File: src/rtl/serial_subtractor_pkg.sv
// Shared definitions for the bit-serial subtractor.
//   state_t       : FSM state encoding (IDLE / SHIFT / DONE)
//   DEFAULT_WIDTH : default operand/result width
package serial_subtractor_pkg;

    localparam int DEFAULT_WIDTH = 8;

    typedef enum logic [1:0] {
        S_IDLE  = 2'd0,
        S_SHIFT = 2'd1,
        S_DONE  = 2'd2
    } state_t;

endpackage

File: src/rtl/serial_subtractor_full_subtractor.sv
// One-bit full subtractor built from two half-subtractor cells.
//   half_subtractor : x, y -> d = x ^ y, b = ~x & y
//   full_subtractor : x, y, bin -> d = x ^ y ^ bin, bout = borrow out
module half_subtractor (
    input  logic x,
    input  logic y,
    output logic d,
    output logic b
);
    assign d = x ^ y;
    assign b = ~x & y;
endmodule

module full_subtractor (
    input  logic x,
    input  logic y,
    input  logic bin,
    output logic d,
    output logic bout
);
    logic d1;
    logic b1;
    logic b2;

    half_subtractor u_hs0 (.x(x),  .y(y),   .d(d1), .b(b1));
    half_subtractor u_hs1 (.x(d1), .y(bin), .d(d),  .b(b2));

    // Borrow from either stage propagates; both cannot be set at once.
    assign bout = b1 | b2;
endmodule

File: src/rtl/serial_subtractor.sv
// Bit-serial unsigned subtractor: diff = a - b, LSB first, one bit per clock.
//   clk        : system clock, rising edge
//   rst        : asynchronous active-high reset
//   start      : begin an operation (accepted only when not busy)
//   a, b       : minuend / subtrahend, captured on the accepting edge
//   diff       : result mod 2^WIDTH, held until the next completion
//   borrow_out : 1 iff a < b, held with diff
//   busy       : operation in progress
//   done       : one-cycle pulse when diff/borrow_out are updated
//
// state  | meaning
// IDLE   | waiting for start
// SHIFT  | one bit of the difference produced per edge
// DONE   | result valid pulse; start here restarts immediately
module serial_subtractor
    import serial_subtractor_pkg::*;
#(
    parameter int WIDTH = DEFAULT_WIDTH
) (
    input  logic             clk,
    input  logic             rst,
    input  logic             start,
    input  logic [WIDTH-1:0] a,
    input  logic [WIDTH-1:0] b,
    output logic [WIDTH-1:0] diff,
    output logic             borrow_out,
    output logic             busy,
    output logic             done
);
    localparam int CW = $clog2(WIDTH);
    localparam logic [CW-1:0] LAST = CW'(WIDTH - 1);

    state_t           state;
    state_t           state_nxt;
    logic [WIDTH-1:0] sa;
    logic [WIDTH-1:0] sb;
    logic [WIDTH-1:0] res;
    logic [CW-1:0]    cnt;
    logic             bor;
    logic             d_bit;
    logic             bor_nxt;
    logic             load;
    logic             last;

    full_subtractor u_fs (
        .x    (sa[0]),
        .y    (sb[0]),
        .bin  (bor),
        .d    (d_bit),
        .bout (bor_nxt)
    );

    assign last = (state == S_SHIFT) && (cnt == LAST);
    assign load = ((state == S_IDLE) || (state == S_DONE)) && start;

    always_ff @(posedge clk or posedge rst) begin
        if (rst) begin
            state <= S_IDLE;
        end else begin
            state <= state_nxt;
        end
    end

    always_comb begin
        state_nxt = state;
        busy      = 1'b0;
        done      = 1'b0;
        case (state)
            S_IDLE: begin
                if (start) state_nxt = S_SHIFT;
            end
            S_SHIFT: begin
                busy = 1'b1;
                if (cnt == LAST) state_nxt = S_DONE;
            end
            S_DONE: begin
                done      = 1'b1;
                state_nxt = start ? S_SHIFT : S_IDLE;
            end
            default: state_nxt = S_IDLE;
        endcase
    end

    always_ff @(posedge clk or posedge rst) begin
        if (rst) begin
            sa         <= '0;
            sb         <= '0;
            res        <= '0;
            cnt        <= '0;
            bor        <= 1'b0;
            diff       <= '0;
            borrow_out <= 1'b0;
        end else if (load) begin
            sa  <= a;
            sb  <= b;
            res <= '0;
            cnt <= '0;
            bor <= 1'b0;
        end else if (state == S_SHIFT) begin
            sa  <= sa >> 1;
            sb  <= sb >> 1;
            res <= {d_bit, res[WIDTH-1:1]};
            bor <= bor_nxt;
            // Wrap to zero on the last bit so cnt never reaches WIDTH.
            cnt <= last ? '0 : cnt + CW'(1);
            if (last) begin
                diff       <= {d_bit, res[WIDTH-1:1]};
                borrow_out <= bor_nxt;
            end
        end
    end

endmodule

File: config.mk
export PLATFORM = sky130hd
export DESIGN_NAME = serial_subtractor
export DESIGN_NICKNAME = d
export VERILOG_FILES = /design/src/rtl/serial_subtractor_pkg.sv /design/src/rtl/serial_subtractor_full_subtractor.sv /design/src/rtl/serial_subtractor.sv
export SDC_FILE = /design/constraint.sdc
export NUM_CORES = 1
export LEC_CHECK = 0
export BUFFER_PORTS_ARGS = -buffer_cell sky130_fd_sc_hd__buf_2
export CELL_PAD_IN_SITES_DETAIL_PLACEMENT = 2
export CELL_PAD_IN_SITES_GLOBAL_PLACEMENT = 2
export CORE_MARGIN = 2
export CORE_UTILIZATION = 36
export CTS_CLUSTER_DIAMETER = 80
export DETAILED_ROUTE_END_ITERATION = 16
export PLACE_DENSITY = 0.79
export SLEW_MARGIN = 20
export SYNTH_ARGS = -nofsm -noshare
export SYNTH_HDL_FRONTEND = slang
export SYNTH_SLANG_ARGS = --single-unit
export TNS_END_PERCENT = 100
File: constraint.sdc
create_clock -name clk -period 2.1 [get_ports clk]
set_input_delay 0.21 -clock clk [delete_from_list [all_inputs] [get_ports clk]]
set_output_delay 0.21 -clock clk [all_outputs]
set_load 0.1 [all_outputs]
# After elaboration in Yosys (flattened, before gate mapping)
# Cells that the tools add are included.
word_totals:
  regBits: 39
op_classes:
  muxes: 17
  n_reduce_logical: 7
  addsub: 1
  eq_ne: 5
  bitwise: 8
op_table:
  columns: ["op", "count"]
  rows:
  - ["two-way mux 8 bit", 6]
  - ["two-way mux 3 bit", 3]
  - ["one-hot mux 2 bit (3 select lines)", 1]
  - ["two-way mux 1 bit", 5]
  - ["two-way mux 2 bit", 2]
  - ["adder 3 x 1 -> 3 bit (second input constant)", 1]
  - ["equality test 3 bit (second input constant)", 1]
  - ["inverter 1 bit", 3]
  - ["AND reduction 3 bit", 1]
  - ["AND 1 bit", 2]
  - ["equality test 2 x 1 -> 1 bit (second input constant)", 1]
  - ["equality test 2 bit (second input constant)", 1]
  - ["logical AND 1 bit", 2]
  - ["zero test 2 bit", 1]
  - ["inequality test 2 x 1 -> 1 bit (second input constant)", 1]
  - ["inequality test 2 bit (second input constant)", 1]
  - ["AND reduction 2 bit", 1]
  - ["nonzero test 2 bit", 1]
  - ["bitwise XOR 1 bit", 2]
  - ["logical OR 1 bit", 1]
  - ["OR 1 bit", 1]

# Logic depth before layout (Yosys ltp)
depth:
  depth_word: 6
  mapped_depth: 6

# Modules after synthesis
# A second synthesis with hierarchy kept.
hier_totals:
  hier_cells: 178
  hier_area_um2: 1968.1
by_module_without_submodules:
  columns: ["module", "cells_per_inst", "n_inst", "area_per_inst_um2"]
  rows:
  - ["serial_subtractor", 171, 1, 1921.8]
  - ["half_subtractor", 3, 2, 20.0]
  - ["full_subtractor", 1, 1, 6.3]

# Worst setup path after synthesis
# No wires, ideal clock.
synth_path:
  kind: "reg-to-output"
  start: "register state[0]"
  end: "output done"
  setup_slack_ns: -0.154
  arrival_time_ns: 2.044
  required_time_ns: 1.890
  path_stages_with_launch: 4
  path_cell_list: "dfrtp_1 > buf_2 > buf_2 > nor2b_1"
synth_via:
  elab_chain_cells: 2
synth_lines:
  columns: ["item", "line_no", "rtl"]
  rows:
  - ["start, declared", "serial_subtractor.sv:33", "state_t state;"]
  - ["start signal, assigned", "serial_subtractor.sv:60", "state <= state_nxt;"]
  - ["equality test 2 bit", "serial_subtractor.sv:68", "case (state)"]
  - ["two-way mux 1 bit", "serial_subtractor.sv:68", null]
  - ["end, declared", "serial_subtractor.sv:28", "output logic done"]
# No other way between the ends.

# Worst setup path after layout
layout_path:
  start: "register cnt[0]"
  end: "register diff[7]"
layout_via:
  elab_chain_cells: 3
layout_lines:
  columns: ["item", "line_no", "rtl"]
  rows:
  - ["start, declared", "serial_subtractor.sv:38", "logic [CW-1:0] cnt;"]
  - ["start signal, assigned", "serial_subtractor.sv:105", "cnt <= last ? '0 : cnt + CW'(1);"]
  - ["equality test 3 bit", "serial_subtractor.sv:53", "assign last = (state == S_SHIFT) && (cnt == LAST);"]
  - ["logical AND 1 bit", "serial_subtractor.sv:53", null]
  - ["AND reduction 3 bit (no source line)", null, null]
  - ["end signal, assigned", "serial_subtractor.sv:107", "diff <= {d_bit, res[WIDTH-1:1]};"]
  - ["end, declared", "serial_subtractor.sv:25", "output logic [WIDTH-1:0] diff,"]
# No other way between the ends.
# A chain may end at the register's enable or synchronous reset.

==> flow_summary_export.csv <==
group,metric,value,unit
drt,detailedRoute.firstIterationViolations,54,
logic_synthesis,yosys_warnings,0,
setup_path,worst-r2r-cell-count,4,
timing,hold_violations,0,
timing,max_slew_violations,0,
setup_path,worst-path-max-fanout,9,
timing,period_minus_slack,1.84,ns
layout,ff_latch_area,951,um2
floorplan,std_cell_rows,26,
power_and_ir_drop,power.static_leakage,0.00106,uW
global_routing,initial_antenna_violation_count,0,
timing,period_utilisation_layout,87.6,%
setup_path,cp_data_arrival_time,2.01,ns
floorplan,num_io_pins,30,
logic_synthesis,synth.avg_cell_area,11.5,um2
timing,rsz_0062_raised_after_global_routing,"false",
drt,vias,1294,
global_routing,first_global_vias,1405,
layout,layout.cells.non_filler,265,
timing,final.setup_skew,0.00264,ns
timing,setup_viol,0,
global_routing,grt_max_degree,39,
clock_network,tritoncts_clock_tree,"built",
layout,mostFrequentLayoutCells,"sky130_fd_sc_hd__dfrtp_1 (38), sky130_fd_sc_hd__buf_2 (28), sky130_fd_sc_hd__inv_1 (16)",
logic_synthesis,netlist_instances,160,
floorplan,die_width,75.6,um
clock_network,clkSinkCount,38,
setup_path,setup.worst_path.start_class,"flip-flop",
setup_path,rr_startpoint,"cnt[0]",
clock_network,ctsHoldBuffers,0,
layout,layout.nets,216,
worst_hold_path,hold_path_class,"in2async",
placement,buffer_ports.inserted,29,
power_and_ir_drop,vdd_ir_drop_max,0.000934,V
power_and_ir_drop,power.total,3790,uW
setup_path,timing.critical_path.to_type,"flip-flop",
drt,drt_pass1_iterations,4,
logic_synthesis,fraction_of_registers_with_async_set_or_reset_after_synthesis,100,%
placement,dp_hpwl,3140,um
logic_synthesis,synth-seq-area-share,51.5,%
drt,wl_per_cell,16.1,um
clock_network,clock_tree.buffer_depth,2,
floorplan,placeableCoreArea,0.00504,mm2
logic_synthesis,post_synth_num_cell_types,31,
timing,worst_pin_slew,0.593,ns
timing,maxClockFrequency,544,MHz
setup_path,critical_path.reg2reg.endpoint,"diff[7]",
logic_synthesis,mapped_area,0.00185,mm2
logic_synthesis,synth_fp_nets,182,
logic_synthesis,synth-edff-count,0,
timing,postLayoutSetupSlackWorst,0.261,ns
global_routing,wire_length_of_the_first_global_routing_pass,6980,um
clock_network,post-cts-setup-buffers,0,
global_routing,grt-ovfl-total,0,
clock_network,insertion_delay,0.28,ns
placement,place_worst_setup_slack,0.245,ns
layout,multi_input_area,762,um2
placement,gp_congestion,0.686,
floorplan,initial_utilization,36.6,%
logic_synthesis,post-synth-top-area-cell,"sky130_fd_sc_hd__dfrtp_1",
timing,slew-limit-headroom,60.3,%
clock_network,cts_buffers,5,
clock_network,worst_setup_hold_path_clk_slew,0.07,ns
setup_path,ff2ff_setup_slack,0.26,ns
floorplan,fp.dieArea,0.00572,mm2
layout,layout_commonest_cell,"sky130_fd_sc_hd__dfrtp_1",
drt,detail_route_antenna_nets,0,
power_and_ir_drop,pwr_density_cell,1750,mW/mm2
flow_run,drv.max_cap_violation_count,0,
drt,wl,4260,um
layout,area_growth_syn_to_layout,17.7,%
logic_synthesis,synth.top_cells.by_area,"sky130_fd_sc_hd__dfrtp_1 (52%), sky130_fd_sc_hd__mux2_4 (6.5%), sky130_fd_sc_hd__mux2_2 (4.9%), sky130_fd_sc_hd__a21oi_2 (4.7%), sky130_fd_sc_hd__o22ai_1 (3.4%)",
layout,insertedDiodeCount,0,
drt,routed_via_density,4.88,
floorplan,dieHeight,75.6,um
logic_synthesis,synth.ff_latch_count,38,
drt,drc,0,
clock_network,cts-resized-gates,0,
clock_network,cts_max_level,2,
outcome,status,"complete, no violations",
global_routing,grt_util_all_layers,16.8,%
timing,tns_setup,0,ns
setup_path,critical_path_required,2.27,ns
logic_synthesis,netlist.area_leader.share,51.5,%
placement,number_of_cells_after_detailed_placement,257,
setup_path,path_class,"reg2reg",
logic_synthesis,top_ff_cell_synth,"sky130_fd_sc_hd__dfrtp_1",
layout,fillerInstances,550,
layout,final_layout_size_suffix_gt1_share,37.4,%
clock_network,root_buffer,"sky130_fd_sc_hd__clkbuf_8",
==> kinds of logic (layout without fill, tap and decap cells) <==
| logic type | Yosys count | count (layout) | synth area share, % |
|---|---|---|---|
| AND/OR/NAND/NOR | 30 | 30 | 9.02 |
| AO/OA/AOI/OAI | 43 | 43 | 16.1 |
| flip-flops | 38 | 38 | 51.5 |
| multiplexers | 20 | 20 | 13.6 |
| buffers and inverters | 26 | 61 | 7.32 |
| adder cells (fa/ha/maj) | 3 | 3 | 2.44 |
==> metrics by stage <==
step / cell area [um2] / hold slack, ns / util [%]
after floorplan: 1850 / 0.392 / -
after global placement: 2080 / 0.348 / 41.3
after detailed placement: 2080 / 0.363 / 41.3
after CTS: 2170 / 0.0533 / 43.1
after global routing: 2170 / 0.0693 / 43.1
final: 2170 / 0.0331 / 43.1
==> worst max-delay path by stage <==
stage	startpoint	endpoint	slack (ns)
2_1_floorplan	state[0]	done	0.38
3_5_place_dp	cnt[0]	diff[7]	0.24
3_3_place_gp	cnt[0]	diff[7]	0.36
6_report	cnt[0]	diff[7]	0.26
5_1_grt	cnt[0]	borrow_out	0.18
4_1_cts	cnt[0]	diff[7]	0.25
==> state kept, by name, indices dropped and copies added, names as in the netlist <==
name,flops
bor,1
res,7
cnt,3
sb,8
borrow_out,1
state,2
diff,8
sa,8
==> power breakdown <==
group	switching [uW]	internal [uW]	leakage, uW	total (uW)
logic	1280	688	0.000544	1970
registers	240	1060	0.000472	1300
clock network	255	265	0.0000482	520
==> layout make-up <==
type / instances / share of cell area [%]
clock buffers: 7 / 3.97
inverters: 16 / 2.76
flip-flops and latches: 38 / 43.8
well taps: 70 / 4.03
multi-input cells: 96 / 35.1
clock inverters: 1 / 0.230
repair buffers: 37 / 10.1
==> cell usage after synthesis (4+ instances only) <==
master / n
sky130_fd_sc_hd__nand2_1: 8
sky130_fd_sc_hd__o22ai_1: 10
sky130_fd_sc_hd__nand2b_1: 8
sky130_fd_sc_hd__buf_2: 6
sky130_fd_sc_hd__dfrtp_1: 38
sky130_fd_sc_hd__a21oi_2: 10
sky130_fd_sc_hd__a22o_1: 5
sky130_fd_sc_hd__nand3_1: 4
sky130_fd_sc_hd__mux2_4: 8
sky130_fd_sc_hd__o21ai_0: 7
sky130_fd_sc_hd__mux2_2: 8
sky130_fd_sc_hd__o21ai_1: 4
sky130_fd_sc_hd__inv_1: 16
sky130_fd_sc_hd__mux2i_1: 4
==> worst max-delay path, stage by stage, from the launching register on <==
cell,delay (ns)
sky130_fd_sc_hd__dfrtp_1,0.42
sky130_fd_sc_hd__ha_1,0.22
sky130_fd_sc_hd__ha_1,0.22
sky130_fd_sc_hd__nand3b_1,0.47
sky130_fd_sc_hd__mux2_2,0.40
==> layer usage <==
| metal | GRT usage, % | vias to the layer above | part of all wire (%) |
|---|---|---|---|
| met5 | 0 | - | 0 |
| met4 | 4.68 | 0 | 1.1 |
| met3 | 4.23 | 5 | 3.9 |
| met2 | 30.7 | 27 | 52 |
| met1 | 19.5 | 646 | 43 |
| li1 | - | 616 | - |
Note: power is estimated with default switching activity, not from simulation.
